**src/rtl/wb_stage_pipe.sv**
```systemverilog
// Writeback stage: MEM/WB pipeline register, load extraction, writeback mux,
// x0 write gating and a retired-instruction counter.
module wb_stage_pipe #(
  parameter int XLEN   = 32,
  parameter int REG_AW = 5,
  parameter int CNT_W  = 64,
  parameter int OFF_W  = $clog2(XLEN / 8)
) (
  input  logic              clk,
  input  logic              rst,
  input  logic              stall_wb,
  input  logic              flush_wb,
  input  logic              valid_mem,
  input  logic [XLEN-1:0]   alu_result_mem,
  input  logic [XLEN-1:0]   load_data_mem,
  input  logic [OFF_W-1:0]  addr_off_mem,
  input  logic [2:0]        load_f3_mem,
  input  logic [XLEN-1:0]   pc_plus4_mem,
  input  logic [XLEN-1:0]   csr_rdata_mem,
  input  logic [REG_AW-1:0] rd_mem,
  input  logic              reg_write_mem,
  input  logic [1:0]        wb_sel_mem,
  output logic [XLEN-1:0]   wb_write_data,
  output logic [REG_AW-1:0] wb_write_addr,
  output logic              wb_write_en,
  output logic              wb_valid,
  output logic [CNT_W-1:0]  instret
);

  localparam logic [1:0] SEL_ALU  = 2'b00;
  localparam logic [1:0] SEL_LOAD = 2'b01;
  localparam logic [1:0] SEL_PC4  = 2'b10;

  logic              valid_reg;
  logic [XLEN-1:0]   alu_reg;
  logic [XLEN-1:0]   load_data_reg;
  logic [OFF_W-1:0]  off_reg;
  logic [2:0]        f3_reg;
  logic [XLEN-1:0]   pc4_reg;
  logic [XLEN-1:0]   csr_reg;
  logic [REG_AW-1:0] rd_reg;
  logic              reg_write_reg;
  logic [1:0]        wb_sel_reg;
  logic [CNT_W-1:0]  instret_reg;
  logic              retire;

  // The WB instruction leaves the stage whenever the register advances;
  // a flush advances it even under stall, so it still retires.
  assign retire = valid_reg & (~stall_wb | flush_wb);

  always_ff @(posedge clk) begin
    if (rst) begin
      valid_reg     <= 1'b0;
      alu_reg       <= '0;
      load_data_reg <= '0;
      off_reg       <= '0;
      f3_reg        <= '0;
      pc4_reg       <= '0;
      csr_reg       <= '0;
      rd_reg        <= '0;
      reg_write_reg <= 1'b0;
      wb_sel_reg    <= '0;
      instret_reg   <= '0;
    end else begin
      if (flush_wb) begin
        valid_reg <= 1'b0;
      end else if (!stall_wb) begin
        valid_reg     <= valid_mem;
        alu_reg       <= alu_result_mem;
        load_data_reg <= load_data_mem;
        off_reg       <= addr_off_mem;
        f3_reg        <= load_f3_mem;
        pc4_reg       <= pc_plus4_mem;
        csr_reg       <= csr_rdata_mem;
        rd_reg        <= rd_mem;
        reg_write_reg <= reg_write_mem;
        wb_sel_reg    <= wb_sel_mem;
      end
      if (retire) begin
        instret_reg <= instret_reg + CNT_W'(1);
      end
    end
  end

  // Load extraction: align the addressed lane down to bit 0, then extend.
  logic [OFF_W-1:0] off_h;
  logic [OFF_W-1:0] off_w;
  logic [XLEN-1:0]  sh_b;
  logic [XLEN-1:0]  sh_h;
  logic [XLEN-1:0]  sh_w;
  logic [7:0]       ld_b;
  logic [15:0]      ld_h;
  logic [31:0]      ld_w;
  logic [XLEN-1:0]  load_val;

  assign off_h = off_reg & ~OFF_W'(1);
  assign off_w = off_reg & ~OFF_W'(3);
  assign sh_b  = load_data_reg >> {off_reg, 3'b000};
  assign sh_h  = load_data_reg >> {off_h, 3'b000};
  assign sh_w  = load_data_reg >> {off_w, 3'b000};
  assign ld_b  = sh_b[7:0];
  assign ld_h  = sh_h[15:0];
  assign ld_w  = sh_w[31:0];

  always_comb begin
    load_val = load_data_reg;
    case (f3_reg)
      3'b000: load_val = XLEN'($signed(ld_b));
      3'b100: load_val = XLEN'(ld_b);
      3'b001: load_val = XLEN'($signed(ld_h));
      3'b101: load_val = XLEN'(ld_h);
      3'b010: load_val = XLEN'($signed(ld_w));
      3'b110: load_val = (XLEN == 64) ? XLEN'(ld_w) : XLEN'($signed(ld_w));
      3'b011: load_val = (XLEN == 64) ? load_data_reg : XLEN'($signed(ld_w));
      default: load_val = load_data_reg;
    endcase
  end

  always_comb begin
    wb_write_data = csr_reg;
    case (wb_sel_reg)
      SEL_ALU:  wb_write_data = alu_reg;
      SEL_LOAD: wb_write_data = load_val;
      SEL_PC4:  wb_write_data = pc4_reg;
      default:  wb_write_data = csr_reg;
    endcase
  end

  assign wb_write_addr = rd_reg;
  assign wb_write_en   = valid_reg & reg_write_reg & (rd_reg != '0);
  assign wb_valid      = valid_reg;
  assign instret       = instret_reg;

endmodule

```
**config.mk**
```make
export PLATFORM = sky130hd
export DESIGN_NAME = wb_stage_pipe
export DESIGN_NICKNAME = d
export VERILOG_FILES = /design/src/rtl/wb_stage_pipe.sv
export SDC_FILE = /design/constraint.sdc
export NUM_CORES = 1
export LEC_CHECK = 0
export CAP_MARGIN = 10
export CELL_PAD_IN_SITES_DETAIL_PLACEMENT = 0
export CELL_PAD_IN_SITES_GLOBAL_PLACEMENT = 1
export CORE_ASPECT_RATIO = 1.5
export CORE_UTILIZATION = 29
export DETAILED_ROUTE_END_ITERATION = 6
export PLACE_DENSITY = 0.74
export SYNTH_ARGS = -nofsm -noshare
export SYNTH_HDL_FRONTEND = slang
export SYNTH_SLANG_ARGS = --single-unit
```
**constraint.sdc**
```tcl
create_clock -name clk -period 3.6 [get_ports clk]
set_input_delay 0.54 -clock clk [delete_from_list [all_inputs] [get_ports clk]]
set_output_delay 0.54 -clock clk [all_outputs]
set_load 0.05 [all_outputs]
```
==> metrics.yaml, run 1 <==
pwr:
  vdd_drop_max_mv: 0.297
  p_per_area_mw_per_mm2: 437
  finalPower_w: 0.00582
  power.leakage_nw: 4.64
setup_path:
  path_delay_family: "compound AO/OA/AOI/OAI gates"
  crit_cells: 5
  cp_slowest_stage_delay_ps: 580
  cp_cell_sequence: "mux4_2 > a21oi_1 > a221oi_1 > a221o_1 > dlygate4sd2_1"
  cp_max_fo: 9
  cp_data_required_time_ps: 3060
  critical_path_class: "reg -> out"
  end_kind: "output port"
  arrival_ps: 2890
  cp_slowest_cell: "mux4_2"
  reg2regPathDepth: 5
  critPathBufInv: 1
  start_kind: "register"
drt:
  top_layer: "met5"
  wl_met1_microns: 12600
  dr.pass1.iters: 5
  post_drt_wl_per_cell_microns: 19.4
  wl_microns: 35800
  final_antenna_net_count: 0
  remaining_drc_errors: 0
  drt_iter0_drc: 396
  drt-vias-per-instance: 5.09
  wl_met2_microns: 18900
  wl_met3_microns: 2670
  vias: 9373
cells_and_area:
  diodes: 0
  seq_area_sq_mm: 0.00413
  areaGrowthSynthToFinish_pct: 41.2
  drive_gt1_frac: 0.0888
  multi_input_area_sq_mm: 0.00492
  fillers: 3281
  largest_reg_flops: 64
  finalNetCount: 1560
  mostFrequentLayoutCell: "nand2_1"
  final_cell_mix: "nand2_1, clkdlybuf4s50_1, dfxtp_1"
clocking:
  htreeDepth: 1
  ctsLongestPathBuffers: 3
  clk_pin_slew_ps: 70
  cts_sinks: 206
  cts_tree: "built"
  holdBufCountCts: 0
  cts-buffers-inserted: 23
  clock_latency_ps: 540
  cts_root_buf: "clkbuf_16"
  cts_setup_buffers: 0
placement:
  gp_congestion: 0.903
  io_buffers: 248
  hpwlAfterDp_microns: 26400
die:
  die_height_microns: 223
  initial_core_util: 0.295
  fp.dieW_microns: 149
  fp-row-count: 80
  pin_count: 249
  core_area_sq_mm: 0.0319
  die_area_sq_mm: 0.0332
grt:
  antenna_found_initial: 5
  grt_first_pass_wirelength_microns: 53800
  grt.overflow.total: 0
  first_global_vias: 9508
  grt_max_degree: 142
  grt_usage: 0.213
sta:
  fmax_mhz: 291
  setup-tns-final_ps: 0
  finalSetupViolCount: 0
  drv_slew: 0
  slew_headroom: 0.471
  clock_skew_ps: 13.0
  worstMarginPinSlew_ps: 786
  fin_crit_sh: 0.953
  rsz0062_at_grt: "false"
  period_needed_ps: 3430
  finalHoldViolCount: 0
logic_synthesis:
  ys_seq_area_frac: 0.438
  synth.distinct_cells: 48
  syn_nets: 1354
  syn_avg_cell_area_sq_um: 7.81
  synth-async-reset-ratio: 0
  ys.flop_type: "dfxtp_1"
  ys_warn_count: 0
  synth_edf_count: 0
  synthCells: 1207
  ys_ff_latch: 206
  synth_area_sq_mm: 0.00942
run:
  drv_cap: 0
worst_hold_path:
  whs_path_depth: 2
  hold_class: "in -> reg"
status:
  outcome: "complete, no violations"
[synth_stat cells (6+ instances only)]
library cell	instances	share of area
nand2_1	320	0.13
dfxtp_1	206	0.44
a21oi_1	195	0.10
clkbuf_1	75	0.030
nor2_1	56	0.022
o21ai_0	39	0.021
or3_1	26	0.017
nand3_1	25	0.013
nand4_1	25	0.017
xor2_1	20	0.019
o22a_1	16	0.015
and3_1	14	0.0093
mux2_2	14	0.017
inv_1	12	0.0048
nor2b_1	11	0.0073
or4_1	11	0.0088
a22oi_1	10	0.0080
a311oi_1	10	0.0093
nor3_1	10	0.0053
o31ai_1	10	0.0080
a211oi_1	9	0.0072
a221oi_1	8	0.0074
buf_1	8	0.0032
mux2i_1	8	0.0085
mux4_2	7	0.017
xnor2_1	7	0.0065
nor4_1	6	0.0040
[path summary, 6_finish.rpt]
kind               start           endpoint  slack [ps]
max           off_reg[0]  wb_write_data[15]         170
min                  rst         instret[1]         430
max reg2reg  instret[30]        instret[47]        1190
min reg2reg  alu_reg[22]        alu_reg[22]         450
[report_power, final]
group | internal [W] | switching, W | leakage, nW
Clock | 0.00160 | 0.00104 | 0.413
Sequential | 0.00235 | 0.0000653 | 1.68
Combinational | 0.000348 | 0.000413 | 2.55
Total | 0.00430 | 0.00152 | 4.64
[repair_timing]
action                                  in CTS  in global routing
endpoints found under the setup margin       5                  2
gates resized for setup                      5                  2
hold endpoints to repair                     0                  0
[cell type report]
cell class	instances	area share
Sequential cell	206	0.310
Multi-Input combinational cell	899	0.370
Tap cell	410	0.0386
Timing Repair Buffer	269	0.214
Clock buffer	26	0.0464
Clock inverter	16	0.0172
Inverter	14	0.00395
[per-stage QoR]
stage | util | setup WS (ps) | hold slack [ps] | area, sq um | cells
after floorplan | - | 595 | 432 | 9420 | 1207
after global placement | 0.390 | 464 | 439 | 12500 | 1798
final | 0.417 | 167 | 431 | 13300 | 1840
after CTS | 0.416 | 44.4 | 416 | 13300 | 1840
after detailed placement | 0.390 | 435 | 444 | 12500 | 1798
after global routing | 0.417 | 45.9 | 442 | 13300 | 1840
[layer usage]
metal  global-route usage  vias up
met4                0.102        8
met2                0.399      301
met5                    0        -
met3               0.0540       70
met1                0.215     4360
li1                     -     4634
[logic make-up after synthesis]
| kind of cell | count (synthesis) | synth area share |
|---|---|---|
| XOR/XNOR | 27 | 0.0251 |
| flip-flops | 206 | 0.438 |
| adder cells (fa/ha/maj) | 1 | 0.00133 |
| multiplexers | 29 | 0.0420 |
| AND/OR/NAND/NOR | 529 | 0.258 |
| AO/OA/AOI/OAI | 313 | 0.193 |
| buffers and inverters | 102 | 0.0420 |
Power figures use the tool's default switching activity.
==> run 2, diff against run 1 <==
--- a/config.mk
+++ b/config.mk
@@ -12,6 +12,7 @@
 export CORE_UTILIZATION = 29
 export DETAILED_ROUTE_END_ITERATION = 6
 export PLACE_DENSITY = 0.74
+export SETUP_SLACK_MARGIN = 0.05
 export SYNTH_ARGS = -nofsm -noshare
 export SYNTH_HDL_FRONTEND = slang
 export SYNTH_SLANG_ARGS = --single-unit
==> metrics.yaml, run 2 (synthesis results as in run 1) <==
drt:
  drt_iter0_drc: 383
  dr.pass1.iters: 5
  vias: 9364
  final_antenna_net_count: 0
  drt-vias-per-instance: 5.09
  post_drt_wl_per_cell_microns: 19.4
  remaining_drc_errors: 0
  wl_microns: 35700
die:
  die_height_microns: 223
  fp.dieW_microns: 149
  initial_core_util: 0.295
  fp-row-count: 80
  pin_count: 249
  die_area_sq_mm: 0.0332
  core_area_sq_mm: 0.0319
setup_path:
  crit_start: "off_reg[0]"
  cp_cell_sequence: "mux4_2 > a21oi_1 > a221oi_1 > a221o_1 > dlygate4sd2_1"
  critPathBufInv: 1
  crit_cells: 5
  reg2regPathDepth: 5
  cp_data_required_time_ps: 3060
  end_kind: "output port"
  cp_slowest_stage_delay_ps: 580
  cp_max_fo: 9
  arrival_ps: 2890
  critical_path_class: "reg -> out"
  cp_slowest_cell: "mux4_2"
  start_kind: "register"
  path_delay_family: "compound AO/OA/AOI/OAI gates"
  reg2reg_from: "instret[30]"
sta:
  whs_ps: 431
  fin_crit_sh: 0.952
  period_needed_ps: 3430
  worstMarginPinSlew_ps: 757
  finalSetupViolCount: 0
  fmax_mhz: 292
  drv_slew: 0
  rsz0062_at_grt: "false"
  finalHoldViolCount: 0
  setup-tns-final_ps: 0
  clock_skew_ps: 13.5
  slew_headroom: 0.490
clocking:
  cts-buffers-inserted: 23
  ctsLongestPathBuffers: 3
  htreeDepth: 1
  cts_setup_buffers: 0
  clock_latency_ps: 540
  clk_pin_slew_ps: 70
  cts_tree: "built"
  cts_root_buf: "clkbuf_16"
  cts_sinks: 206
cells_and_area:
  largest_reg_flops: 64
  final_cell_mix: "nand2_1, clkdlybuf4s50_1, dfxtp_1"
  diodes: 0
  drive_gt1_frac: 0.0895
  fillers: 3284
  areaGrowthSynthToFinish_pct: 41.2
  finalNetCount: 1560
  mostFrequentLayoutCell: "nand2_1"
run:
  drv_cap: 0
pwr:
  p_per_area_mw_per_mm2: 437
  power.leakage_nw: 4.64
  vdd_drop_max_mv: 0.297
worst_hold_path:
  whs_path_depth: 2
  hold_class: "in -> reg"
  min_from: "rst"
grt:
  grt_max_degree: 142
  grt_first_pass_wirelength_microns: 53800
  grt_usage: 0.213
  antenna_found_initial: 5
  first_global_vias: 9508
  grt.overflow.total: 0
placement:
  hpwlAfterDp_microns: 26400
  gp_congestion: 0.903
  io_buffers: 248
status:
  outcome: "complete, no violations"
## run 2: layout make-up
type,instances,area [sq um],area share
flip-flops and latches,206,4130,0.310
well taps,410,513,0.0386
inverters,14,52.6,0.00395
repair buffers,269,2850,0.214
clock buffers,26,617,0.0464
clock inverters,16,229,0.0172
multi-input cells,899,4920,0.370
## run 2: worst reg2reg max path, cell delays in order, from the launching register on
cell,delay [ps]
dfxtp_1,420
nand4_1,260
nor4_1,640
nand2_1,310
or4_1,560
a21oi_1,180
## run 2: path summary, 6_finish.rpt
check	to	slack (ps)
setup / recovery	wb_write_data[15]	170
hold / removal	instret[1]	430
setup reg to reg	instret[47]	1170
hold reg to reg	alu_reg[22]	450
## run 2: timing repair
| item | CTS | global route |
|---|---|---|
| resized for setup | 5 | 3 |
| hold buffers | 0 | 0 |
| setup endpoints to repair | 5 | 2 |
## run 2: per-stage QoR
step	util	power (W)	instance area, sq um	cells	setup WS [ps]
global placement	0.390	0.00324	12500	1798	464
finish	0.417	0.00582	13300	1840	173
detailed placement	0.390	0.00324	12500	1798	435
global route	0.417	0.00603	13300	1840	51.3
CTS	0.416	0.00590	13300	1840	44.4
floorplan	-	0.00283	9420	1207	595
## run 2: per-layer routing
metal  GRT usage  vias to the layer above  routed length (microns)
met1       0.215                     4351                    12500
met4       0.102                        8                     1570
met3      0.0540                       70                     2630
met5           0                        -                       63
met2       0.399                      295                    18900
li1            -                     4640                        -
## run 2: where the power goes
group	internal (W)	leakage, nW	switching (W)
registers	0.00235	1.68	0.0000650
clock network	0.00160	0.413	0.00104
logic	0.000348	2.55	0.000412
total	0.00430	4.64	0.00152
==> run 3, diff against run 2 <==
--- a/config.mk
+++ b/config.mk
@@ -5,13 +5,14 @@
 export SDC_FILE = /design/constraint.sdc
 export NUM_CORES = 1
 export LEC_CHECK = 0
+export ABC_AREA = 1
 export CAP_MARGIN = 10
 export CELL_PAD_IN_SITES_DETAIL_PLACEMENT = 0
 export CELL_PAD_IN_SITES_GLOBAL_PLACEMENT = 1
 export CORE_ASPECT_RATIO = 1.5
 export CORE_UTILIZATION = 29
 export DETAILED_ROUTE_END_ITERATION = 6
-export PLACE_DENSITY = 0.74
+export PLACE_DENSITY = 0.76
 export SETUP_SLACK_MARGIN = 0.05
 export SYNTH_ARGS = -nofsm -noshare
 export SYNTH_HDL_FRONTEND = slang
==> metrics.yaml, run 3 <==
placement:
  gp_congestion: 0.924
  dpl_cell_area_sq_mm: 0.0131
  dp_cells: 2246
  io_buffers: 248
  hpwlAfterDp_microns: 32700
clocking:
  clk_pin_slew_ps: 60
  cts_sinks: 206
  holdBufCountCts: 0
  cts_resized: 0
  cts_root_buf: "clkbuf_16"
  cts-buffers-inserted: 23
  htreeDepth: 1
  cts_setup_buffers: 0
  clock_latency_ps: 530
  ctsLongestPathBuffers: 3
  cts_tree: "built"
setup_path:
  cp_slowest_cell: "clkinv_1"
  cp_data_required_time_ps: 3060
  path_delay_family: "buffers and inverters"
  cp_max_fo: 22
  start_kind: "register"
  reg2regPathDepth: 9
  cp_slowest_stage_delay_ps: 490
  end_kind: "output port"
  cp-endpoint: "wb_write_data[4]"
  critical_path_class: "reg -> out"
  crit_cells: 7
  crit_start: "f3_reg[1]"
  reg2reg_from: "instret[1]"
  critPathBufInv: 3
  r2r_end: "instret[42]"
  r2r_setup_slack_ps: 1700
  arrival_ps: 2780
  cp_cell_sequence: "buf_4 > clkinv_1 > nand2_1 > nand2_1 > o211ai_1 > nand4_1 > buf_12"
  path_common_cell: "nand2_1"
grt:
  grt_first_pass_wirelength_microns: 63700
  grt_max_degree: 111
  grt_usage: 0.235
  grt.overflow.total: 0
  first_global_vias: 10830
  antenna_found_initial: 1
drt:
  dr.pass1.iters: 5
  drt_iter0_drc: 609
  wl_microns: 42400
  post_drt_wl_per_cell_microns: 18.6
  vias: 11013
  drt-vias-per-instance: 4.82
  final_antenna_net_count: 0
  remaining_drc_errors: 0
sta:
  fmax_mhz: 301
  period_needed_ps: 3320
  rsz0062_at_grt: "false"
  finalSetupViolCount: 0
  drv_slew: 0
  slew_headroom: 0.568
  worstMarginPinSlew_ps: 648
  finalHoldViolCount: 0
  whs_ps: 494
  clock_skew_ps: 8.69
  fin_crit_sh: 0.923
  setup-tns-final_ps: 0
logic_synthesis:
  ys_warn_count: 0
  synthCells: 1588
  synth_common_cells: "nor2_1, nand2_1, dfxtp_1"
  synth_area_sq_mm: 0.0102
  synth_edf_count: 0
  synth_top_area_share: 0.406
  synth-async-reset-ratio: 0
  syn_avg_cell_area_sq_um: 6.40
  syn_nets: 1735
  synth.distinct_cells: 37
  synth_most_common_cell: "nor2_1"
  synthTopCellsByArea: "dfxtp_1, nor2_1, nand2_1"
  synth_largest_area_cell: "dfxtp_1"
  ys.flop_type: "dfxtp_1"
  ys_seq_area_frac: 0.406
  ys_ff_latch: 206
cells_and_area:
  final_area_sq_mm: 0.0139
  mostFrequentLayoutCell: "nor2_1"
  instances_no_fill: 2286
  drive_gt1_frac: 0.0632
  finalNetCount: 1951
  diodes: 0
  final_cell_mix: "nor2_1, nand2_1, clkdlybuf4s50_1"
  areaGrowthSynthToFinish_pct: 36.8
  seq_area_sq_mm: 0.00412
  largest_reg_flops: 64
  multi_input_area_sq_mm: 0.00527
  fillers: 3670
pwr:
  p_sw_frac: 0.279
  vdd_drop_max_mv: 0.346
  intPower_w: 0.00421
  clkPwrFrac: 0.424
  p_comb_frac: 0.154
  power.switching_w: 0.00163
  power.leakage_nw: 5.48
  p_per_area_mw_per_mm2: 420
  p_seq_frac: 0.422
die:
  initial_core_util: 0.295
  fp.dieW_microns: 155
  pin_count: 249
  die_area_sq_mm: 0.0358
  core_area_sq_mm: 0.0344
  die_height_microns: 231
  fp-row-count: 83
run:
  drv_cap: 0
status:
  outcome: "complete, no violations"
worst_hold_path:
  hold_class: "reg -> reg"
-- run 3: stage by stage --
stage	utilization	power, W	worst slack (ps)
2_1_floorplan	-	0.00297	1230
3_3_place_gp	0.382	0.00341	940
3_5_place_dp	0.382	0.00341	874
4_1_cts	0.404	0.00591	306
5_1_grt	0.404	0.00608	61.7
6_report	0.404	0.00583	278
-- run 3: area by class of cell --
class / instances / share of cell area
multi-input cells: 1178 / 0.379
clock inverters: 9 / 0.00909
repair buffers: 264 / 0.191
well taps: 467 / 0.0420
clock buffers: 31 / 0.0464
inverters: 131 / 0.0357
flip-flops and latches: 206 / 0.297
-- run 3: cells by family after synthesis --
kind of cell | share of synthesized area
AOI/OAI and AO/OA | 0.141
xor gates and xnor gates | 0.00604
buffers and inverters | 0.0764
muxes | 0.000986
adders and majority gates | 0.00123
DFF | 0.406
and+or+nand+nor | 0.369
-- run 3: how the worst min path moves through the flow --
stage	from	endpoint	slack [ps]	cells after the start
2_1_floorplan	ld_w[24]	ld_w[24]	440	2
3_3_place_gp	instret[17]	instret[17]	470	1
3_5_place_dp	instret[17]	instret[17]	480	1
4_1_cts	instret[17]	instret[17]	490	1
5_1_grt	csr_reg[17]	csr_reg[17]	530	2
6_report	instret[17]	instret[17]	490	1
-- run 3: per-layer routing --
metal	vias to the layer above	GRT usage	share of wire
met5	-	0	0.00026
met1	5034	0.244	0.36
li1	5547	-	-
met4	2	0.118	0.050
met3	78	0.0492	0.063
met2	352	0.442	0.52
-- run 3: power by group through the flow --
stage | registers [W] | clock network [W] | logic (W)
final | 0.00246 | 0.00247 | 0.000901
after global routing | 0.00247 | 0.00264 | 0.000975
after CTS | 0.00246 | 0.00255 | 0.000907
after detailed placement | 0.00251 | 0 | 0.000901
after global placement | 0.00251 | 0 | 0.000901
after floorplan | 0.00249 | 0 | 0.000477
